`config.mk`:
```
export PLATFORM = sky130hd
export DESIGN_NAME = alu_cmd_issuer_flat
export DESIGN_NICKNAME = d
export VERILOG_FILES = /design/src/rtl/alu_cmd_issuer_if.sv /design/src/rtl/alu_cmd_issuer.sv /design/src/flat_wrapper.sv
export SDC_FILE = /design/constraint.sdc
export NUM_CORES = 1
export LEC_CHECK = 0
export CAP_MARGIN = 10
export CORE_ASPECT_RATIO = 2
export CORE_UTILIZATION = 39
export CTS_CLUSTER_SIZE = 16
export DETAILED_ROUTE_END_ITERATION = 8
export GPL_TIMING_DRIVEN = 1
export SLEW_MARGIN = 25
export SYNTH_ARGS = -nofsm -noshare
export SYNTH_HDL_FRONTEND = slang
export SYNTH_SLANG_ARGS = --single-unit
```
`constraint.sdc`:
```
create_clock -name clk -period 4.5 [get_ports clk]
set_input_delay 0.675 -clock clk [delete_from_list [all_inputs] [get_ports clk]]
set_output_delay 0.675 -clock clk [all_outputs]
set_load 0.01 [all_outputs]
```
`src/rtl/alu_cmd_issuer_if.sv`:
```
// Command and response channels between a command source and alu_cmd_issuer.
// master = command source / response consumer, slave = the issuer.
interface alu_cmd_issuer_if;
   logic       cmd_valid;
   logic       cmd_ready;
   logic [1:0] cmd_op;
   logic [3:0] cmd_a;
   logic [3:0] cmd_b;
   logic       rsp_valid;
   logic       rsp_ready;
   logic [3:0] rsp_data;
   logic       rsp_error;
   logic [1:0] rsp_op;
   logic       rsp_mismatch;

   modport master (
      output cmd_valid, cmd_op, cmd_a, cmd_b, rsp_ready,
      input  cmd_ready, rsp_valid, rsp_data, rsp_error, rsp_op, rsp_mismatch
   );

   modport slave (
      input  cmd_valid, cmd_op, cmd_a, cmd_b, rsp_ready,
      output cmd_ready, rsp_valid, rsp_data, rsp_error, rsp_op, rsp_mismatch
   );
endinterface

```
`src/rtl/alu_cmd_issuer.sv`:
```
// Buffers ALU commands in a FIFO, drives the ALU from registers and returns captured results.
// Define ALU_ISSUER_SELFCHECK_EN to add the registered result self-check on rsp_mismatch.
module alu_cmd_issuer #(
   parameter int DEPTH = 4,
   parameter int CNT_W = 8
) (
   input  logic             clk,
   input  logic             rst,
   alu_cmd_issuer_if.slave  bus,
   output logic [3:0]       alu_in1,
   output logic [3:0]       alu_in2,
   output logic [1:0]       alu_opcode,
   input  logic [3:0]       alu_out,
   input  logic             alu_error,
   output logic [CNT_W-1:0] err_count
);
   localparam int PTR_W = $clog2(DEPTH);
   localparam logic [PTR_W:0] FULL_CNT = DEPTH[PTR_W:0];

   typedef struct packed {
      logic [1:0] op;
      logic [3:0] a;
      logic [3:0] b;
   } cmd_t;

   function automatic logic [CNT_W-1:0] sat_inc(input logic [CNT_W-1:0] v);
      return (&v) ? v : v + CNT_W'(1);
   endfunction

   cmd_t             mem_q [DEPTH];
   cmd_t             cmd_in;
   cmd_t             head;
   logic [PTR_W-1:0] wr_ptr_q, wr_ptr_d;
   logic [PTR_W-1:0] rd_ptr_q, rd_ptr_d;
   logic [PTR_W:0]   fifo_cnt_q, fifo_cnt_d;
   logic             iss_valid_q, iss_valid_d;
   logic [3:0]       alu_in1_q, alu_in1_d;
   logic [3:0]       alu_in2_q, alu_in2_d;
   logic [1:0]       alu_opcode_q, alu_opcode_d;
   logic             rsp_valid_q, rsp_valid_d;
   logic [3:0]       rsp_data_q, rsp_data_d;
   logic             rsp_error_q, rsp_error_d;
   logic [1:0]       rsp_op_q, rsp_op_d;
   logic [CNT_W-1:0] err_count_q, err_count_d;
   logic             full, empty, push, pop, advance;

   // Ready looks only at registered occupancy, so a full FIFO refuses a push even while popping.
   assign full    = (fifo_cnt_q == FULL_CNT);
   assign empty   = (fifo_cnt_q == '0);
   assign push    = bus.cmd_valid && !full;
   assign advance = iss_valid_q && (!rsp_valid_q || bus.rsp_ready);
   assign pop     = !empty && (!iss_valid_q || advance);
   assign cmd_in  = {bus.cmd_op, bus.cmd_a, bus.cmd_b};
   assign head    = mem_q[rd_ptr_q];

   always_ff @(posedge clk) begin
      if (push) mem_q[wr_ptr_q] <= cmd_in;
   end

   always_comb begin
      wr_ptr_d     = wr_ptr_q;
      rd_ptr_d     = rd_ptr_q;
      fifo_cnt_d   = fifo_cnt_q + {{PTR_W{1'b0}}, push} - {{PTR_W{1'b0}}, pop};
      iss_valid_d  = iss_valid_q;
      alu_in1_d    = alu_in1_q;
      alu_in2_d    = alu_in2_q;
      alu_opcode_d = alu_opcode_q;
      rsp_valid_d  = rsp_valid_q;
      rsp_data_d   = rsp_data_q;
      rsp_error_d  = rsp_error_q;
      rsp_op_d     = rsp_op_q;
      err_count_d  = err_count_q;

      if (push) wr_ptr_d = wr_ptr_q + PTR_W'(1);

      if (pop) begin
         rd_ptr_d     = rd_ptr_q + PTR_W'(1);
         iss_valid_d  = 1'b1;
         alu_in1_d    = head.a;
         alu_in2_d    = head.b;
         alu_opcode_d = head.op;
      end else if (advance) begin
         iss_valid_d = 1'b0;
      end

      // The ALU is combinational: its output for the issued operands is captured on advance.
      if (advance) begin
         rsp_valid_d = 1'b1;
         rsp_data_d  = alu_out;
         rsp_error_d = alu_error;
         rsp_op_d    = alu_opcode_q;
         if (alu_error) err_count_d = sat_inc(err_count_q);
      end else if (bus.rsp_ready) begin
         rsp_valid_d = 1'b0;
      end
   end

   always_ff @(posedge clk or posedge rst) begin
      if (rst) begin
         wr_ptr_q     <= '0;
         rd_ptr_q     <= '0;
         fifo_cnt_q   <= '0;
         iss_valid_q  <= 1'b0;
         alu_in1_q    <= '0;
         alu_in2_q    <= '0;
         alu_opcode_q <= '0;
         rsp_valid_q  <= 1'b0;
         rsp_data_q   <= '0;
         rsp_error_q  <= 1'b0;
         rsp_op_q     <= '0;
         err_count_q  <= '0;
      end else begin
         wr_ptr_q     <= wr_ptr_d;
         rd_ptr_q     <= rd_ptr_d;
         fifo_cnt_q   <= fifo_cnt_d;
         iss_valid_q  <= iss_valid_d;
         alu_in1_q    <= alu_in1_d;
         alu_in2_q    <= alu_in2_d;
         alu_opcode_q <= alu_opcode_d;
         rsp_valid_q  <= rsp_valid_d;
         rsp_data_q   <= rsp_data_d;
         rsp_error_q  <= rsp_error_d;
         rsp_op_q     <= rsp_op_d;
         err_count_q  <= err_count_d;
      end
   end

`ifdef ALU_ISSUER_SELFCHECK_EN
   // Returns {error, result} as a correct 4-bit ALU would for the issued command.
   function automatic logic [4:0] alu_expect(input logic [3:0] a, input logic [3:0] b,
                                             input logic [1:0] op);
      logic [3:0] r;
      logic       e;
      r = '0;
      e = 1'b0;
      case (op)
         2'b00: begin r = a + b; e = ~(a[3] ^ b[3]) & (a[3] ^ r[3]); end
         2'b01: begin r = a - b; e =  (a[3] ^ b[3]) & (a[3] ^ r[3]); end
         2'b10: r = ~(a & b);
         default: r = a ^ b;
      endcase
      return {e, r};
   endfunction

   logic [4:0] expect_w;
   logic       mismatch_q, mismatch_d;

   always_comb begin
      expect_w   = alu_expect(alu_in1_q, alu_in2_q, alu_opcode_q);
      mismatch_d = mismatch_q;
      if (advance) mismatch_d = (expect_w[3:0] != alu_out) || (expect_w[4] != alu_error);
   end

   always_ff @(posedge clk or posedge rst) begin
      if (rst) mismatch_q <= 1'b0;
      else     mismatch_q <= mismatch_d;
   end

   assign bus.rsp_mismatch = mismatch_q;
`else
   assign bus.rsp_mismatch = 1'b0;
`endif

   assign bus.cmd_ready = !full;
   assign bus.rsp_valid = rsp_valid_q;
   assign bus.rsp_data  = rsp_data_q;
   assign bus.rsp_error = rsp_error_q;
   assign bus.rsp_op    = rsp_op_q;
   assign alu_in1       = alu_in1_q;
   assign alu_in2       = alu_in2_q;
   assign alu_opcode    = alu_opcode_q;
   assign err_count     = err_count_q;
endmodule

```
`src/flat_wrapper.sv`:
```
// flat-port wrapper written by rule: the top's interface ports become plain ports
module alu_cmd_issuer_flat 
#(
   parameter int DEPTH = 4,
   parameter int CNT_W = 8
)
  (clk, rst, alu_in1, alu_in2, alu_opcode, alu_out, alu_error, err_count, bus_cmd_valid, bus_cmd_op, bus_cmd_a, bus_cmd_b, bus_rsp_ready, bus_cmd_ready, bus_rsp_valid, bus_rsp_data, bus_rsp_error, bus_rsp_op, bus_rsp_mismatch);
  alu_cmd_issuer_if bus_i ();
  input  logic clk;
  input  logic rst;
  output logic [3:0] alu_in1;
  output logic [3:0] alu_in2;
  output logic [1:0] alu_opcode;
  input  logic [3:0] alu_out;
  input  logic alu_error;
  output logic [CNT_W-1:0] err_count;
  input wire logic [$bits(bus_i.cmd_valid)-1:0] bus_cmd_valid;
  input wire logic [$bits(bus_i.cmd_op)-1:0] bus_cmd_op;
  input wire logic [$bits(bus_i.cmd_a)-1:0] bus_cmd_a;
  input wire logic [$bits(bus_i.cmd_b)-1:0] bus_cmd_b;
  input wire logic [$bits(bus_i.rsp_ready)-1:0] bus_rsp_ready;
  output wire logic [$bits(bus_i.cmd_ready)-1:0] bus_cmd_ready;
  output wire logic [$bits(bus_i.rsp_valid)-1:0] bus_rsp_valid;
  output wire logic [$bits(bus_i.rsp_data)-1:0] bus_rsp_data;
  output wire logic [$bits(bus_i.rsp_error)-1:0] bus_rsp_error;
  output wire logic [$bits(bus_i.rsp_op)-1:0] bus_rsp_op;
  output wire logic [$bits(bus_i.rsp_mismatch)-1:0] bus_rsp_mismatch;
  assign bus_i.cmd_valid = bus_cmd_valid;
  assign bus_i.cmd_op = bus_cmd_op;
  assign bus_i.cmd_a = bus_cmd_a;
  assign bus_i.cmd_b = bus_cmd_b;
  assign bus_i.rsp_ready = bus_rsp_ready;
  assign bus_cmd_ready = bus_i.cmd_ready;
  assign bus_rsp_valid = bus_i.rsp_valid;
  assign bus_rsp_data = bus_i.rsp_data;
  assign bus_rsp_error = bus_i.rsp_error;
  assign bus_rsp_op = bus_i.rsp_op;
  assign bus_rsp_mismatch = bus_i.rsp_mismatch;
  alu_cmd_issuer #(.DEPTH(DEPTH), .CNT_W(CNT_W)) u_core (.clk(clk), .rst(rst), .bus(bus_i), .alu_in1(alu_in1), .alu_in2(alu_in2), .alu_opcode(alu_opcode), .alu_out(alu_out), .alu_error(alu_error), .err_count(err_count));
endmodule
```
==> results.sh, run 1 <==
export IMPL_outcome="complete, no violations"
export IMPL_synth_top_area_share_pct=40.2
export IMPL_crit_arrival_ns=2.82
export IMPL_yosysUniqueCellTypes=30
export IMPL_area_delta_synth_final_pct=26.3
export IMPL_grt_antenna_before_repair=0
export IMPL_portBuffers=45
export IMPL_clock_latency_ns=0.33
export IMPL_rsz0062_at_grt="no"
export IMPL_grt_usage_pct=14.7
export IMPL_ant_nets=0
export IMPL_worstMarginPinSlew_ns=0.708
export IMPL_routabilityCongestion=0.743
export IMPL_pwr_share_seq_pct=43.9
export IMPL_fmax_mhz=384
export IMPL_slew_violations=0
export IMPL_fin_crit_ns=2.60
export IMPL_viasPerCell=4.94
export IMPL_gr_total_overflow=0
export IMPL_p_switching_mw=0.724
export IMPL_setup_tns_ns=0
export IMPL_async_flop_share_pct=45.9
export IMPL_synth_area_per_cell_sq_um=17.5
export IMPL_dr_pass1_iters=4
export IMPL_total_power_mw=2.52
export IMPL_clkTransAtPathRegs_ns=0.05
export IMPL_p_int_mw=1.79
export IMPL_final_nets=250
export IMPL_setup_viol=0
export IMPL_utilization_pct=51.6
export IMPL_finalHoldViolCount=0
export IMPL_critical_path_max_fanout=13
export IMPL_cts_sinks=74
export IMPL_final_period_utilization_pct=57.9
export IMPL_drc=0
export IMPL_yosysTopAreaCell="edfxtp_1"
export IMPL_relSlewSlack_pct=52.8
export IMPL_ys_warn_count=0
export IMPL_leakage_nw=1.49
export IMPL_pin_count=47
export IMPL_die_w_um=63.9
export IMPL_wire_per_inst_um=16.0
export IMPL_cts_buffer_depth=2
export IMPL_cts_root_buf="clkbuf_16"
export IMPL_grt_pass1_wl_um=8280
export IMPL_yosysSeqAreaShare_pct=68.6
export IMPL_power_density_mw_per_mm2=667
export IMPL_p_clk_share_pct=24.2
export IMPL_cts_buffers=9
export IMPL_diodes=0
export IMPL_synth_edf_count=40
export IMPL_synth_cells=171
export IMPL_cp_start_kind="input port"
export IMPL_rows=44
export IMPL_p_comb_share_pct=32.0
export IMPL_yosysMostFrequentCell="edfxtp_1"
export IMPL_maxCapViolations=0
export IMPL_vias=1582
export IMPL_synthTopCellsByArea="edfxtp_1 (40%), dfrtp_1 (28%), mux4_2 (6.0%)"
export IMPL_grt_pass1_vias=1624
export IMPL_cts_resized=0
export IMPL_drt_wl_total_um=5110
export IMPL_drive_above_1_share_pct=17.1
export IMPL_ctsHoldBuffers=0
export IMPL_cts_setup_buffers=0
export IMPL_ys_seq_elements=74
export IMPL_hold_path_class="flip-flop to flip-flop"
export IMPL_power_share_switching_pct=28.8
export IMPL_peakVddDrop_mv=0.336
export IMPL_critPathRequiredTime_ns=4.71
export IMPL_critPathCaptureType="flip-flop"
export IMPL_die_area_sq_mm=0.00804
export IMPL_die_h_um=126
export IMPL_htreeDepth=3
export IMPL_start_util_pct=40.8
export IMPL_syn_nets=198
export IMPL_fin_skew_ns=0.00674
export IMPL_dp_hpwl_um=3550
export IMPL_first_iter_violations=66
export IMPL_synthFlopType="edfxtp_1"
export IMPL_design_core_area_sq_mm=0.00732
export IMPL_crit_type="input port to flip-flop"
export IMPL_cts_tree="yes"
export IMPL_synth_cell_area_sq_mm=0.00299
export IMPL_grt_max_degree=35
export IMPL_yosys_top_cells_count="edfxtp_1 (40), dfrtp_1 (34), mux2_2 (10)"
-- sequential cells by signal, summed over array words and instances (netlist names) --
signal and flops:
u_core.alu_in1 4, u_core.bus.rsp_data 4, u_core.wr_ptr_q 2, u_core.bus.rsp_valid 1
u_core.rd_ptr_q 2, u_core.bus.rsp_op 2, u_core.alu_opcode 2, u_core.iss_valid_q 1
u_core.err_count 8, u_core.bus.rsp_error 1, u_core.mem_q 40, u_core.fifo_cnt_q 3
u_core.alu_in2 4
-- cells by family after synthesis --
family	share of synthesized area, %
XOR/XNOR	2.93
other	0.125
buffers and inverters	2.34
multiplexers	15.6
flip-flops	68.6
AO/OA/AOI/OAI	2.14
AND/OR/NAND/NOR	4.65
adder cells (fa/ha/maj)	3.60
-- layout by cell type (no fill, tap or decap) --
master,count
o21ba_4,1
nor3_1,3
xnor2_1,4
nand4_1,1
nor2_1,2
clkdlybuf4s50_1,45
fa_1,1
clkinv_2,2
mux4_2,8
clkbuf_16,9
ha_1,7
edfxtp_1,40
clkbuf_1,2
clkinv_1,3
nand2_1,9
o21ai_0,1
nand2b_1,1
and3_1,6
nor4_1,1
a21oi_1,4
dfrtp_1,34
a31oi_1,1
inv_1,8
and2_0,1
nand3_1,4
o2111ai_1,1
mux2_2,10
buf_4,1
a21boi_0,1
mux2_4,8
xor2_1,6
mux4_1,2
conb_1,1
-- power by group through the flow --
stage | Sequential [mW] | Combinational [mW] | Clock (mW)
floorplan | 1.09 | 0.513 | 0
global placement | 1.12 | 0.799 | 0
detailed placement | 1.12 | 0.820 | 0
CTS | 1.11 | 0.821 | 0.633
global route | 1.13 | 0.875 | 0.663
finish | 1.10 | 0.805 | 0.609
-- worst max-delay path: stages --
cell and delay (ns):
clkdlybuf4s50_1 0.39, nand2b_1 0.24, o21ba_4 0.32, ha_1 0.30
inv_1 0.04, ha_1 0.19, fa_1 0.38, xor2_1 0.16
xnor2_1 0.13
-- final cells by class --
class / count / area, sq um
tap: 92 / 115
multi-input combinational: 84 / 867
inverter: 8 / 30.0
timing repair buffer: 46 / 458
clock buffer: 11 / 233
sequential: 74 / 2050
fill: 630 / 3550
clock inverter: 5 / 21.3
-- worst paths after layout --
kind	cells past startpoint	to	from	slack [ns]
min reg2reg	2	u_core.bus.rsp_error	u_core.bus.rsp_error	0.49
min	2	u_core.bus.rsp_error	u_core.bus.rsp_error	0.49
min in group asynchronous	3	u_core.bus.rsp_data[2]	rst	0.75
max reg2reg	8	u_core.fifo_cnt_q[2]	u_core.fifo_cnt_q[2]	2.22
max in group asynchronous	3	u_core.alu_in2[2]	rst	3.43
max	9	u_core.fifo_cnt_q[2]	bus_rsp_ready	1.90
-- per-stage QoR --
| stage | setup WS, ns | cells | hold WS, ns | instance area, sq um |
|---|---|---|---|---|
| floorplan | 1.98 | 171 | 0.459 | 2990 |
| global placement | 1.61 | 304 | 0.463 | 3520 |
| detailed placement | 1.55 | 304 | 0.492 | 3520 |
| CTS | 1.90 | 320 | 0.505 | 3780 |
| global route | 1.81 | 320 | 0.528 | 3780 |
| finish | 1.90 | 320 | 0.488 | 3780 |
-- metal layers --
metal	vias to the layer above	global-route usage, %	routed length, um
li1	739	-	-
met1	796	15.5	1970
met5	-	0	0
met4	0	10.2	131
met3	10	4.08	161
met2	37	24.9	2850
Note: power is estimated with default switching activity, not from simulation.
==> run 2, diff against run 1 <==
clock period = 2.5 ns   (was 4.5 ns; I/O delays follow)
==> run 2 against run 1 <==
First-iteration DRC count decreased by 9.1%; cell count up 0.94%; non-clock buffer count is 3 higher; sequential share of layout area fell by 0.32 points; setup slack got worse by 1.5 ns; count of clock-buffer cells in the layout is the same; sequential power increased by 76%; design area is 0.60% higher; register-to-register slack got worse by 1.8 ns; critical path type is now flip-flop to flip-flop; largest power group unchanged.
==> results.sh, run 2 (synthesized netlist as in run 1, its figures left out) <==
export IMPL_grt_usage_pct=14.8
export IMPL_final_common_cell="clkdlybuf4s50_1"
export IMPL_power_density_mw_per_mm2=1200
export IMPL_die_h_um=126
export IMPL_crit_arrival_ns=2.32
export IMPL_pwr_share_seq_pct=42.7
export IMPL_wire_per_inst_um=15.9
export IMPL_worstMarginPinSlew_ns=0.605
export IMPL_cts_resized=0
export IMPL_final_period_utilization_pct=84.4
export IMPL_hold_path_class="input port to asynchronous set/reset pin"
export IMPL_final_nets=253
export IMPL_largest_reg_flops=40
export IMPL_cts_buffers=9
export IMPL_drt_wl_total_um=5130
export IMPL_design_core_area_sq_mm=0.00732
export IMPL_drc=0
export IMPL_pin_count=47
export IMPL_finalHoldViolCount=0
export IMPL_dp_hpwl_um=3580
export IMPL_first_iter_violations=60
export IMPL_peakVddDrop_mv=0.518
export IMPL_cts_root_buf="clkbuf_16"
export IMPL_r2r_setup_slack_ns=0.39
export IMPL_fin_crit_ns=2.11
export IMPL_portBuffers=45
export IMPL_p_switching_mw=1.30
export IMPL_utilization_pct=51.9
export IMPL_total_power_mw=4.54
export IMPL_ctsHoldBuffers=0
export IMPL_ant_nets=0
export IMPL_cts_tree="yes"
export IMPL_htreeDepth=3
export IMPL_cp_start_kind="flip-flop"
export IMPL_wl_met3_um=183
export IMPL_diodes=0
export IMPL_die_area_sq_mm=0.00804
export IMPL_regMostFlops="u_core.mem_q"
export IMPL_area_delta_synth_final_pct=27.1
export IMPL_rsz0062_at_grt="no"
export IMPL_final_seq_area_sq_mm=0.00205
export IMPL_gr_total_overflow=0
export IMPL_setup_viol=0
export IMPL_relSlewSlack_pct=59.7
export IMPL_cts_sinks=74
export IMPL_leakage_nw=1.51
export IMPL_vias=1580
export IMPL_dr_wl_met2_um=2920
export IMPL_grt_pass1_vias=1667
export IMPL_outcome="complete, no violations"
export IMPL_die_w_um=63.9
export IMPL_cts_setup_buffers=0
export IMPL_grt_antenna_before_repair=0
export IMPL_maxCapViolations=0
export IMPL_rows=44
export IMPL_r2r_start="u_core.fifo_cnt_q[2]"
export IMPL_fillerInstances=618
export IMPL_holdWs_ns=0.448
export IMPL_final_cell_mix="clkdlybuf4s50_1 (45), edfxtp_1 (40), dfrtp_1 (34), mux2_2 (10)"
export IMPL_cts_buffer_depth=2
export IMPL_worstReg2RegEnd="u_core.fifo_cnt_q[2]"
export IMPL_setup_tns_ns=0
export IMPL_drive_above_1_share_pct=18.2
export IMPL_grt_max_degree=35
export IMPL_wl_met1_um=1930
export IMPL_p_comb_share_pct=33.3
export IMPL_critPathRequiredTime_ns=2.71
export IMPL_clock_latency_ns=0.32
export IMPL_crit_type="flip-flop to flip-flop"
export IMPL_routabilityCongestion=0.738
export IMPL_multi_input_area_sq_um=867
export IMPL_p_int_mw=3.24
export IMPL_clkTransAtPathRegs_ns=0.05
export IMPL_start_util_pct=40.8
export IMPL_route_top_layer_used="met4"
export IMPL_slew_violations=0
export IMPL_fmax_mhz=474
export IMPL_critPathCaptureType="flip-flop"
export IMPL_critical_path_max_fanout=3
export IMPL_viasPerCell=4.89
export IMPL_grt_pass1_wl_um=8560
export IMPL_dr_pass1_iters=4
export IMPL_power_share_switching_pct=28.6
export IMPL_p_clk_share_pct=24.0
export IMPL_fin_skew_ns=0.00361
export IMPL_reg2reg_depth=8
## run 2: cell count changes in the layout (fill, tap and decap cells not counted), sizes merged
cell / change
buf: +3
## run 2: layout make-up
| class | instances | area share [%] |
|---|---|---|
| sequential | 74 | 54.0 |
| clock buffer | 11 | 6.13 |
| clock inverter | 5 | 0.560 |
| multi-input combinational | 84 | 22.8 |
| tap | 92 | 3.03 |
| inverter | 8 | 0.791 |
| timing repair buffer | 49 | 12.6 |
## run 2: per-stage QoR
stage	instance area (sq um)	worst slack (ns)	instances
6_report	3800	0.389	323
5_1_grt	3800	0.287	323
4_1_cts	3800	0.371	323
3_5_place_dp	3540	0.0754	307
3_3_place_gp	3540	0.102	307
2_1_floorplan	2990	0.277	171
## run 2: power groups by stage
stage	clock network [mW]	registers (mW)	logic, mW
3_3_place_gp	0	1.95	1.53
6_report	1.09	1.94	1.51
4_1_cts	1.13	1.95	1.55
3_5_place_dp	0	1.96	1.55
5_1_grt	1.17	1.99	1.66
2_1_floorplan	0	1.96	0.923
## run 2: worst max-delay path by stage
| stage | slack, ns | start | end |
|---|---|---|---|
| floorplan | 0.28 | bus_rsp_ready | u_core.fifo_cnt_q[2] |
| global placement | 0.10 | bus_rsp_ready | u_core.fifo_cnt_q[2] |
| detailed placement | 0.08 | bus_rsp_ready | u_core.fifo_cnt_q[2] |
| CTS | 0.37 | u_core.fifo_cnt_q[2] | u_core.fifo_cnt_q[2] |
| global route | 0.29 | u_core.fifo_cnt_q[2] | u_core.fifo_cnt_q[2] |
| finish | 0.39 | u_core.fifo_cnt_q[2] | u_core.fifo_cnt_q[2] |
## run 2: critical path, stage by stage (launching register included)
cell and delay [ns]:
dfrtp_1 0.40, nor3_1 0.26, o21ba_4 0.20, ha_1 0.27, inv_1 0.04, ha_1 0.18, fa_1 0.37, xor2_1 0.16
xnor2_1 0.13
## run 2: routing by layer
layer  GRT usage [%]  vias to the layer above
met5               0                        -
met4            8.42                        0
met3            4.26                        8
met2            26.5                       38
met1            14.9                      794
li1                -                      740
==> run 3, diff against run 2 <==
clock period = 1.95 ns   (was 2.5 ns; I/O delays follow)
==> run 3 against run 2 <==
The run now ends with negative setup slack left; power grew 37%; combinational power grew 41%; hold slack got worse by 0.081 ns; sequential cell count stayed put; sequential power rose by 28%; non-clock buffer count grew 11; global-route usage up 0.24 points; register-to-register slack got worse by 0.41 ns; critical path depth unchanged; highest routed layer unchanged.
==> results.sh, run 3 (synthesized netlist as in run 1, its figures left out) <==
export IMPL_final_cell_mix="clkdlybuf4s50_1 (44), edfxtp_1 (40), dfrtp_1 (34), buf_4 (15)"
export IMPL_worst_slack_ns=-0.0176
export IMPL_fmax_mhz=508
export IMPL_drive_above_1_share_pct=24.8
export IMPL_clock_latency_ns=0.33
export IMPL_fin_skew_ns=0.00655
export IMPL_rsz0062_at_grt="yes"
export IMPL_die_h_um=126
export IMPL_vias=1597
export IMPL_cts_tree="yes"
export IMPL_htreeDepth=3
export IMPL_finalHoldViolCount=0
export IMPL_area_delta_synth_final_pct=32.7
export IMPL_setup_tns_ns=-0.0176
export IMPL_grt_max_degree=35
export IMPL_cts_buffer_depth=2
export IMPL_slew_violations=0
export IMPL_relSlewSlack_pct=66.3
export IMPL_critPathCaptureType="flip-flop"
export IMPL_portBuffers=45
export IMPL_grt_pass1_vias=1721
export IMPL_critPathRequiredTime_ns=2.16
export IMPL_final_nets=264
export IMPL_worstMarginPinSlew_ns=0.506
export IMPL_leakage_nw=1.58
export IMPL_largest_reg_flops=40
export IMPL_cts_root_buf="clkbuf_16"
export IMPL_ant_nets=0
export IMPL_fin_crit_ns=1.97
export IMPL_fillerInstances=611
export IMPL_viasPerCell=4.78
export IMPL_drc=0
export IMPL_drt_wl_total_um=5210
export IMPL_start_util_pct=40.8
export IMPL_setup_viol=1
export IMPL_ctsHoldBuffers=0
export IMPL_crit_arrival_ns=2.18
export IMPL_rows=44
export IMPL_die_w_um=63.9
export IMPL_holdWs_ns=0.367
export IMPL_cts_sinks=74
export IMPL_critical_path_max_fanout=2
export IMPL_cts_buffers=9
export IMPL_grt_usage_pct=15.1
export IMPL_diodes=0
export IMPL_final_common_cell="clkdlybuf4s50_1"
export IMPL_wire_per_inst_um=15.6
export IMPL_route_top_layer_used="met4"
export IMPL_regMostFlops="u_core.mem_q"
export IMPL_design_core_area_sq_mm=0.00732
export IMPL_cp_start_kind="flip-flop"
export IMPL_pin_count=47
export IMPL_first_iter_violations=94
export IMPL_routabilityCongestion=0.745
export IMPL_wl_met3_um=209
export IMPL_wl_met1_um=2070
export IMPL_dr_wl_met2_um=2790
export IMPL_gr_total_overflow=0
export IMPL_final_period_utilization_pct=101
export IMPL_grt_pass1_wl_um=8560
export IMPL_die_area_sq_mm=0.00804
export IMPL_maxCapViolations=0
export IMPL_dp_cells=317
export IMPL_crit_type="flip-flop to flip-flop"
export IMPL_violations="negative setup slack"
export IMPL_final_cell_count_no_fill=334
export IMPL_dp_hpwl_um=3610
export IMPL_dr_pass1_iters=4
export IMPL_grt_antenna_before_repair=0
export IMPL_hold_path_class="input port to asynchronous set/reset pin"
export IMPL_peakVddDrop_mv=0.803
export IMPL_power_density_mw_per_mm2=1570
export IMPL_clkTransAtPathRegs_ns=0.06
export IMPL_outcome="finished, violations left"
-- run 3: worst paths after layout --
kind | cells past startpoint | to | startpoint | slack, ns
setup / recovery | 8 | u_core.fifo_cnt_q[2] | u_core.fifo_cnt_q[2] | -0.02
max in group asynchronous | 3 | u_core.wr_ptr_q[1] | rst | 1.27
hold reg to reg | 2 | u_core.bus.rsp_error | u_core.bus.rsp_error | 0.47
setup reg to reg | 8 | u_core.fifo_cnt_q[2] | u_core.fifo_cnt_q[2] | -0.02
min in group clk | 2 | u_core.bus.rsp_error | u_core.bus.rsp_error | 0.47
hold / removal | 3 | u_core.alu_in2[1] | rst | 0.37
-- run 3: power breakdown --
part | leakage (nW) | internal, mW | switching (mW) | total, mW
clock | 0.146 | 1.06 | 0.568 | 1.63
combinational | 0.666 | 1.28 | 0.845 | 2.13
sequential | 0.766 | 2.16 | 0.319 | 2.48
-- run 3: critical path, cell delays in order (launching register included) --
cell     delay, ns
dfrtp_1       0.38
nor3_2        0.20
o21ba_4       0.19
ha_4          0.26
inv_2         0.04
ha_4          0.15
fa_2          0.37
xor2_2        0.16
xnor2_1       0.12
-- run 3: per-layer routing --
layer	vias to the layer above	GRT usage, %
met5	-	0
met4	0	8.82
met3	11	5.07
met2	43	25.7
met1	783	15.7
li1	760	-
-- run 3: through the flow --
step	power (mW)	worst slack (ns)	area (sq um)	utilization [%]
final	6.24	-0.0176	3970	54.2
after floorplan	3.77	-0.167	3030	-
after global placement	4.61	-0.307	3650	49.9
after global routing	6.63	-0.0786	3970	54.2
after CTS	6.32	-0.00739	3950	54.0
after detailed placement	4.66	-0.347	3650	49.9
-- run 3: final cells by class --
| class | instances | area, sq um | area share [%] |
|---|---|---|---|
| inverter | 8 | 30.0 | 0.757 |
| clock inverter | 3 | 38.8 | 0.978 |
| clock buffer | 13 | 262 | 6.59 |
| sequential | 74 | 2050 | 51.7 |
| tap | 92 | 115 | 2.90 |
| timing repair buffer | 60 | 562 | 14.2 |
| multi-input combinational | 84 | 907 | 22.9 |
-- run 3: timing repair --
action	in CTS	in global routing
resized for setup	1	1
setup endpoints to repair	2	1
cloned	0	0
setup buffers	0	1
pin swaps	5	3
==> variant: new RTL, settings of run 2 <==
`CNT_W` is set to 8 in 2 places; all go to 7.
--- a/src/rtl/alu_cmd_issuer.sv
+++ b/src/rtl/alu_cmd_issuer.sv
@@ -3,5 +3,5 @@
 module alu_cmd_issuer #(
    parameter int DEPTH = 4,
-   parameter int CNT_W = 8
+   parameter int CNT_W = 7
 ) (
    input  logic             clk,
--- a/src/flat_wrapper.sv
+++ b/src/flat_wrapper.sv
@@ -3,5 +3,5 @@
 #(
    parameter int DEPTH = 4,
-   parameter int CNT_W = 8
+   parameter int CNT_W = 7
 )
   (clk, rst, alu_in1, alu_in2, alu_opcode, alu_out, alu_error, err_count, bus_cmd_valid, bus_cmd_op, bus_cmd_a, bus_cmd_b, bus_rsp_ready, bus_cmd_ready, bus_rsp_valid, bus_rsp_data, bus_rsp_error, bus_rsp_op, bus_rsp_mismatch);
Ports: changed (resized err_count); port bits go from 47 to 46. No check against the original RTL was run, so the function may have changed too.
==> variant against run 2 <==
- worst hold slack worse by 13 ps
- setup slack gained 23 ps
- die area is 1.6% lower
- largest power group unchanged
- routed wire length fell by 8.4%
- area after synthesis shrank 1.6%
- clock skew fell by 0.59 ps
- sequential cell count down 1
- power about the same
- final area is 1.4% lower
- largest cell class unchanged
==> variant: results <==
metrics = {
    "status": {
        "status": "complete, no violations",
    },
    "place": {
        "port_buffers": 44,
        "dp_cells": 301,
        "post-place-ws_ps": 113.5,
        "routabilityCongestion": 0.6763,
        "hpwl_mm": 3.428,
    },
    "logic_synthesis": {
        "syn_nets": 193,
        "seq_area_frac_synth_pct": 68.91,
        "synth-async-reset-ratio_pct": 45.21,
        "netlist_instances": 166,
        "synth_cell_types": 31,
    },
    "cells_and_area": {
        "fillers": 637,
        "drive_gt1_share_pct": 20.89,
        "finish.utilization_pct": 51.53,
        "fin_cells": 317,
        "final_nets": 247,
    },
    "timing": {
        "slew_headroom_pct": 62.52,
        "worst_slack_ps": 411.5,
        "whs_ps": 435.2,
    },
    "grt": {
        "first_global_vias": 1539,
        "use_met2_pct": 22.03,
        "met1_usage_pct": 15.34,
        "gr-usage-met3_pct": 4.487,
        "grt_use_total_pct": 13.64,
        "grt_pass1_wl_mm": 7.769,
        "grt_max_degree": 34,
    },
    "setup_path": {
        "cpPeakStageDelay_ps": 430,
        "reg2regPathDepth": 9,
        "path_max_fanout": 4,
        "cp-startpoint": "u_core.fifo_cnt_q[1]",
        "crit_arrival_ps": 2300,
    },
    "routing": {
        "wl_met1_mm": 1.938,
        "wl_met2_mm": 2.445,
        "routed-wl-met3_um": 191,
        "wl_mm": 4.697,
    },
    "pwr": {
        "cellLeakagePower_nw": 1.495,
        "vdd_ir_drop_max_mv": 0.4220,
    },
}
## variant: where the power goes
part	internal (W)	switching, W	total [W]	leakage [nW]
sequential	0.00167	0.000266	0.00194	0.748
clock	0.000664	0.000439	0.00110	0.130
combinational	0.000923	0.000575	0.00150	0.617
total	0.00326	0.00128	0.00454	1.49
## variant: final cells by class
type                            instances  area share, %
Clock buffer                           12          6.315
Clock inverter                          4         0.5346
Inverter                                8         0.8019
Multi-Input combinational cell         80          22.59
Sequential cell                        73          54.13
Tap cell                               92          3.074
Timing Repair Buffer                   48          12.56
## variant: logic make-up after synthesis
kind of cell               after synthesis  synth area share (%)
muxes                                   31                 16.93
DFF                                     73                 68.91
AOI/OAI and AO/OA                        4                 1.021
other                                    1                0.1275
buffers and inverters                   13                 2.339
and+or+nand+nor                         30                 5.232
adders and majority gates                8                 3.658
xor gates and xnor gates                 6                 1.786
